<file path="src/rtl/stopwatch_ctrl.sv">
// Control FSM for the mm:ss BCD stopwatch chain: start/stop, lap freeze,
// clear, and saturation at 59:59.
module stopwatch_ctrl (
    input  logic       clk,
    input  logic       rst_n,
    input  logic       tick_1hz,
    input  logic       btn_ss,
    input  logic       btn_lr,
    input  logic [3:0] sec0,
    input  logic [3:0] sec1,
    input  logic [3:0] min0,
    input  logic [3:0] min1,
    output logic       count_enable,
    output logic       rst_state,
    output logic [3:0] disp_sec0,
    output logic [3:0] disp_sec1,
    output logic [3:0] disp_min0,
    output logic [3:0] disp_min1,
    output logic       lap_active,
    output logic       full
);

    typedef enum logic [1:0] {IDLE, RUN, PAUSE, LAP} state_t;

    state_t      r_state;
    logic [15:0] r_lap;
    logic [15:0] w_live;
    logic [15:0] w_disp;
    logic        w_full;
    logic        w_counting;

    assign w_live     = {min1, min0, sec1, sec0};
    assign w_full     = (min1 == 4'd5) && (min0 == 4'd9) && (sec1 == 4'd5) && (sec0 == 4'd9);
    assign w_counting = (r_state == RUN) || (r_state == LAP);

    // Gating by full keeps the chain from ever wrapping 59:59 -> 00:00.
    assign count_enable = tick_1hz && w_counting && !w_full;
    assign rst_state    = (r_state == IDLE);
    assign lap_active   = (r_state == LAP);
    assign full         = w_full;

    assign w_disp    = lap_active ? r_lap : w_live;
    assign disp_sec0 = w_disp[3:0];
    assign disp_sec1 = w_disp[7:4];
    assign disp_min0 = w_disp[11:8];
    assign disp_min1 = w_disp[15:12];

    // btn_ss has priority over btn_lr; full overrides buttons while counting.
    always_ff @(posedge clk or negedge rst_n) begin
        if (!rst_n) begin
            r_state <= IDLE;
            r_lap   <= 16'h0000;
        end else begin
            case (r_state)
                IDLE: begin
                    if (btn_ss) r_state <= RUN;
                end
                RUN: begin
                    if (w_full || btn_ss) begin
                        r_state <= PAUSE;
                    end else if (btn_lr) begin
                        r_state <= LAP;
                        r_lap   <= w_live;
                    end
                end
                LAP: begin
                    if (w_full || btn_ss) r_state <= PAUSE;
                    else if (btn_lr)      r_state <= RUN;
                end
                PAUSE: begin
                    if (btn_ss) begin
                        if (!w_full) r_state <= RUN;
                    end else if (btn_lr) begin
                        r_state <= IDLE;
                    end
                end
                default: r_state <= IDLE;
            endcase
        end
    end

endmodule
</file>
<file path="config.mk">
export PLATFORM = sky130hd
export DESIGN_NAME = stopwatch_ctrl
export DESIGN_NICKNAME = d
export VERILOG_FILES = /design/src/rtl/stopwatch_ctrl.sv
export SDC_FILE = /design/constraint.sdc
export NUM_CORES = 1
export LEC_CHECK = 0
export CAP_MARGIN = 20
export CORE_MARGIN = 10
export CORE_UTILIZATION = 35
export CTS_CLUSTER_SIZE = 25
export DETAILED_ROUTE_END_ITERATION = 6
export PLACE_DENSITY = 0.74
export SLEW_MARGIN = 10
export SYNTH_ARGS = -nofsm -noshare
export SYNTH_HDL_FRONTEND = slang
export SYNTH_SLANG_ARGS = --single-unit
</file>
<file path="constraint.sdc">
create_clock -name clk -period 2.4 [get_ports clk]
set_clock_uncertainty 0.1 [all_clocks]
set_input_delay 0.48 -clock clk [delete_from_list [all_inputs] [get_ports clk]]
set_output_delay 0.48 -clock clk [all_outputs]
set_load 0.02 [all_outputs]
</file>
==> results of run 1 <==
-- metal layers --
metal	vias to the layer above	global-route usage, %
li1	387	-
met1	380	12.2
met2	30	14.3
met3	2	4.92
met4	0	3.66
met5	-	0
-- per-stage QoR --
step | utilization, % | setup slack, ns | cell area [um2] | TNS (ns)
after global placement | 56.6 | -0.629 | 1580 | -9.09
final | 58.7 | 0.0710 | 1630 | 0
after floorplan | - | -0.130 | 1030 | -1.44
after detailed placement | 56.6 | -0.668 | 1580 | -9.84
after CTS | 56.8 | 0.0148 | 1580 | 0
after global routing | 58.7 | -0.0288 | 1630 | -0.0336
-- sequential cells by signal, summed over array words and instances (netlist names) --
name     count
r_lap       16
r_state      2
-- synthesized netlist by cell type --
| cell | instances |
|---|---|
| nand2_1 | 3 |
| or4bb_1 | 1 |
| mux2_2 | 23 |
| o31ai_1 | 1 |
| buf_12 | 1 |
| nor2_1 | 4 |
| nand3_1 | 2 |
| dfrtp_1 | 18 |
| nand4b_1 | 1 |
| a21boi_0 | 1 |
| nor2b_1 | 1 |
| clkbuf_1 | 1 |
| mux2_4 | 10 |
| inv_1 | 1 |
| nand4bb_1 | 2 |
| nor4_4 | 1 |
| or4b_4 | 1 |
| buf_6 | 1 |
-- power by group --
group	switching [mW]	internal (mW)	total, mW
clock network	0.0895	0.0923	0.182
registers	0.0515	0.393	0.445
logic	0.159	0.239	0.398
total	0.300	0.725	1.02
-- final cells by class --
class	instances	area [um2]	share of cell area, %
inverter	1	3.75	0.230
clock buffer	4	36.3	2.22
tap	31	38.8	2.38
multi-input combinational	51	569	34.9
sequential	18	452	27.7
timing repair buffer	56	533	32.6
-- layout by cell type (no fill, tap or decap) --
| cell | count |
|---|---|
| nand2_1 | 3 |
| nor2_1 | 4 |
| dfrtp_1 | 17 |
| clkbuf_8 | 1 |
| clkbuf_4 | 3 |
| dlymetal6s2s_1 | 3 |
| nor2b_1 | 1 |
| dlygate4sd2_1 | 18 |
| nand4b_1 | 1 |
| nand4bb_2 | 1 |
| clkdlybuf4s15_1 | 4 |
| or4bb_4 | 1 |
| o31ai_1 | 1 |
| a21boi_0 | 1 |
| buf_12 | 2 |
| clkbuf_16 | 1 |
| mux2_4 | 10 |
| or4b_4 | 1 |
| clkdlybuf4s50_1 | 11 |
| nor4_4 | 1 |
| nand4bb_4 | 1 |
| nand3_1 | 2 |
| clkbuf_2 | 2 |
| buf_4 | 15 |
| mux2_2 | 23 |
| inv_1 | 1 |
| dfrtp_2 | 1 |
-- cell families (layout without fill, tap and decap cells) --
family          after synthesis  in the layout  synth area share [%]
simple gates                 16             16                  11.6
compound gates                2              2                  1.45
mux                          33             33                  39.6
buf+inv                       4             61                  3.75
flops                        18             18                  43.6
-- how the worst max path moves through the flow --
stage                               to  slack (ns)     from
after floorplan               r_lap[0]       -0.13  min1[1]
after global placement            full       -0.63  min1[1]
after global routing      count_enable       -0.03  sec1[1]
after CTS                 count_enable        0.01  min1[2]
after detailed placement          full       -0.67  min1[1]
final                     count_enable        0.07  sec1[3]
-- worst reg2reg max path: stages (launching register included) --
cell,delay [ns]
dfrtp_1,0.44
nor2b_1,0.20
nand4bb_2,0.21
clkbuf_16,0.23
mux2_4,0.30
-- what timing repair did --
action                     in CTS  in global routing
setup endpoints to repair      34                 19
pin swaps                       4                  4
gates cloned                    0                  1
gates resized for setup        36                 13
==> results.md, run 1 <==
* Met3 WL at 241 um
* Syn_area_per_cell at 14.2 um2
* First-pass GRT wire length at 4.29 mm
* Initial antenna violation count at 0
* Synth Instances at 73
* CTS hold repair buffers at 0
* Yosys top cell by area: dfrtp_1
* Top-area cell type share of the netlist area at 43.6%
* Syn. warnings at 0
* Uppermost routed layer: met4
* Post-route minimum period at 2.33 ns
* PortBufs at 40
* CP Max Fanout at 3
* GRT overflow at 0
* Total power at 1.02 mW
* Status: complete, no violations
* Dominant cells by area after synthesis: dfrtp_1 44%, mux2_2 25%, mux2_4 15%
* CP endpoint kind: primary output
* VDD IR max at 0.392 mV
* Number of global-route vias before repair at 863
* Flops & latches, synth at 18
* Setup CP Type: primary input to primary output
* Syn nets at 94
* CP cell instances: clkdlybuf4s15_1 > or4b_4 > nor4_4 > nor2_1 > buf_4
* DRT Wirelength at 2.66 mm
* Worst path arrival time at 1.75 ns
* CTS root buf: clkbuf_4
* Fin crit share at 97.0%
* Max-slew headroom at 80.8%
* Routability congestion estimate at 0.684
* H-tree Lvls at 1
* WP buf/inv at 2
* Synth cell types at 18
* Maxcap violations at 0
* Fin Hold WS at 0.405 ns
* Fin cells at 161
* Largest net degree at the start of global routing at 19
* M1 WL at 1.21 mm
* Fmax at 0.429 GHz
* R2R setup slack at 0.81 ns
* Total core area at 0.00278 mm2
* Max-slew violation count at 0
* Die Wd at 74.3 um
* CP max stage cell: or4b_4
* Vias at 799
* Sink Count at 18
* Initial Util at 37.2%
* Routed length per placed instance at 16.5 um
* Reg2reg end: r_lap[14]
* Crit-path max cell delay at 0.50 ns
* Detailed router's first-iteration violation count at 36
* DRC at 0
* Clk slew on worst S/H paths at 0.10 ns
* CTS Buf Count at 3
* Post-detailed-route count of antenna-violating nets at 0
* Vias per inst at 4.96
* Crit path depth at 5
* Overall die height at 74.3 um
* N_diodes at 0
* Req. time, crit path at 1.82 ns
* Leakage Power at 0.804 nW
* GRT Util Overall at 9.81%
* Mapped Area at 0.00103 mm2
* Die area at 0.00553 mm2
* CTS Buffer Depth at 2
* Drt pass-1 iters at 3
* Seq/Total Area, Yosys at 43.6%
* Setup crit start kind: primary input
* HPWL after DPL at 2.04 mm
* Fill cell count at 242
* Postcts setup bufs at 0
* Metal2 WL at 1.21 mm
* Worst R2R Path Depth at 4
* RR Startpoint: r_state[1]
* Pwr/cell area at 627 mW/mm2
* I/O pin count at 41
* HP Class: primary input to asynchronous set/reset pin
* Final hold vios at 0
* Share of cells above drive strength 1 at 48.5%
* Clock insertion delay at the later pin of the skew report at 0.29 ns
* Placed Instances at 156
* Layout net count at 152
* Setup-failing EPs final at 0
* Least-Margin Pin Slew at 0.286 ns
* Synthesis-to-layout area growth at 58.0%
* Core Rows at 19
* Top delay family on crit path: simple AND/OR/NAND/NOR gates
* CTS tree: yes
No activity file was read; power rests on OpenSTA's default activity.
==> inputs of run 2 (changes only) <==
- CORE_MARGIN: 10 -> 1
==> results.md, run 2 (synthesis results as in run 1) <==
* Core Util, Final at 56.7% (-2.0 points)
* Multi-input gate area at 564 um2 (-0.88%)
* Unrepaired setup endpoints after global routing: false
* Most frequent cells in the layout: 23 x mux2_2, 18 x dlygate4sd2_1, 18 x dfrtp_1, 12 x buf_4
* Min setup slack post-route at 0.0813 ns (+0.0103 ns)
* Drt pass-1 iters at 2 (-1)
* Hold Crit Endpoint: r_lap[15]
* CTS Buf Count at 3 (unchanged)
* Post-route minimum period at 2.32 ns (-0.0103 ns)
* GRT overflow at 0 (unchanged)
* Die area at 0.00317 mm2 (-43%)
* CP Max Fanout at 17 (+14)
* Routability congestion estimate at 0.669 (-2.3%)
* First-pass GRT wire length at 3.86 mm (-10%)
* Post-detailed-route count of antenna-violating nets at 0 (unchanged)
* Share of cells above drive strength 1 at 48.0% (-0.43 points)
* Setup-failing EPs final at 0 (unchanged)
* H-tree Lvls at 1 (unchanged)
* Largest net degree at the start of global routing at 19 (unchanged)
* Register area at 450 um2 (-0.28%)
* PortBufs at 40 (unchanged)
* DRC at 0 (unchanged)
* Pre-CTS setup slack at -0.662 ns (+0.00584 ns)
* Least-Margin Pin Slew at 0.794 ns (+0.508 ns)
* Total power at 1.02 mW (-0.10%)
* Status: complete, no violations
* HPWL after DPL at 1.64 mm (-19%)
* Clk slew on worst S/H paths at 0.10 ns (about the same)
* Fmax at 0.431 GHz (+0.44%)
* Setup CP Type: register to primary output
* Layout net count at 149 (-2.0%)
* Req. time, crit path at 1.82 ns (about the same)
* HP Class: primary input to register
* RR Startpoint: r_state[1]
* Worst R2R Path Depth at 4 (unchanged)
* Largest registers: r_lap: 16 flops, r_state: 2 flops
* Vias per inst at 4.94 (-0.52%)
* Pwr/cell area at 649 mW/mm2 (+3.4%)
* GRT Util Overall at 15.5% (+5.7 points)
* Setup crit start kind: register
* CTS hold repair buffers at 0 (unchanged)
* Sink Count at 18 (unchanged)
* Detailed router's first-iteration violation count at 8 (-78%)
* Final hold vios at 0 (unchanged)
* Fill cell count at 243 (+0.41%)
* Synthesis-to-layout area growth at 52.7%
* R2R setup slack at 0.90 ns (+0.09 ns)
* Fin crit share at 96.6% (-0.43 points)
* Initial Util at 37.2% (unchanged)
* Max-slew headroom at 46.9% (-34 points)
* Fin Hold WS at 0.348 ns (-0.0568 ns)
* Die Wd at 56.3 um (-24%)
* DRT Wirelength at 2.37 mm (-11%)
* Reg2reg end: r_lap[12]
* Routed length per placed instance at 15.0 um (-9.5%)
* CTS root buf: clkbuf_4
* Overall die height at 56.3 um (-24%)
* CTS tree: yes
* Total core area at 0.00278 mm2 (unchanged)
* CTS Buffer Depth at 2 (unchanged)
* Worst path arrival time at 1.74 ns (about the same)
* Hold Startpoint: min1[3]
* Vias at 780 (-2.4%)
* Hold path depth at 2
* Biggest register: r_lap
* Max-slew violation count at 0 (unchanged)
* Leading cell type in the layout, fill and taps excluded: mux2_2
* Postcts setup bufs at 0 (unchanged)
* Number of global-route vias before repair at 838 (-2.9%)
* Max reg flops at 16 (unchanged)
* Maxcap violations at 0 (unchanged)
* VDD IR max at 0.502 mV (+28%)
* Initial antenna violation count at 0 (unchanged)
* CP endpoint kind: primary output
* Leakage Power at 0.790 nW (-1.7%)
* Clock insertion delay at the later pin of the skew report at 0.30 ns (about the same)
* Core Rows at 19 (unchanged)
* I/O pin count at 41 (unchanged)
* N_diodes at 0 (unchanged)
-- run 2: changes by cell type in the layout (fill, tap and decap cells not counted), sizes merged --
| cell | change |
|---|---|
| clkdlybuf4s50 | -1 |
| dlymetal6s2s | +1 |
| clkbuf | +1 |
| clkdlybuf4s15 | -2 |
| buf | -2 |
-- run 2: area by class of cell --
class | count | share of cell area, %
inverter | 1 | 0.238
clock buffer | 4 | 2.30
timing repair buffer | 53 | 30.7
sequential | 18 | 28.5
multi-input combinational | 51 | 35.8
tap | 31 | 2.46
-- run 2: repair_timing --
item                       CTS  global route
setup endpoints to repair   34            18
pin swaps                    4             4
resized for setup           37            13
-- run 2: worst max-delay path by stage --
stage	slack (ns)	depth (start not counted)	from	to
floorplan	-0.13	6	min1[1]	r_lap[0]
global placement	-0.62	4	min1[1]	full
detailed placement	-0.66	4	min1[1]	full
CTS	0.008	5	min1[2]	count_enable
global route	0.01	5	sec1[1]	count_enable
finish	0.08	4	r_state[0]	disp_sec1[2]
-- run 2: stage by stage --
step           cells  area (um2)  TNS [ns]
3_5_place_dp     154        1560     -9.79
3_3_place_gp     154        1560     -8.95
2_1_floorplan     73        1030     -1.44
5_1_grt          158        1580         0
6_report         158        1580         0
4_1_cts          158        1570         0
-- run 2: per-layer routing --
layer / vias to the layer above / global-route usage [%] / part of all wire [%] / wire length, um
met1: 372 / 20.0 / 45 / 1060
met3: 2 / 4.15 / 6.4 / 152
li1: 377 / - / - / -
met4: 0 / 4.18 / 1.2 / 28
met5: - / 0 / 0 / 0
met2: 29 / 25.7 / 48 / 1130
-- run 2: report_power, final --
group / leakage, nW / internal, mW / switching [mW]
Combinational: 0.555 / 0.233 / 0.154
Clock: 0.0210 / 0.0926 / 0.0989
Sequential: 0.215 / 0.393 / 0.0527
-- run 2: critical path: stages, from the launching register on --
cell,delay [ns]
dfrtp_1,0.45
nand2_1,0.14
buf_12,0.17
mux2_2,0.35
dlygate4sd2_1,0.33
==> inputs of run 3 (changes only) <==
- GPL_TIMING_DRIVEN: default -> 1
==> results of run 3 <==
The final DEF is identical to that of run 2; final timing and power are the same.
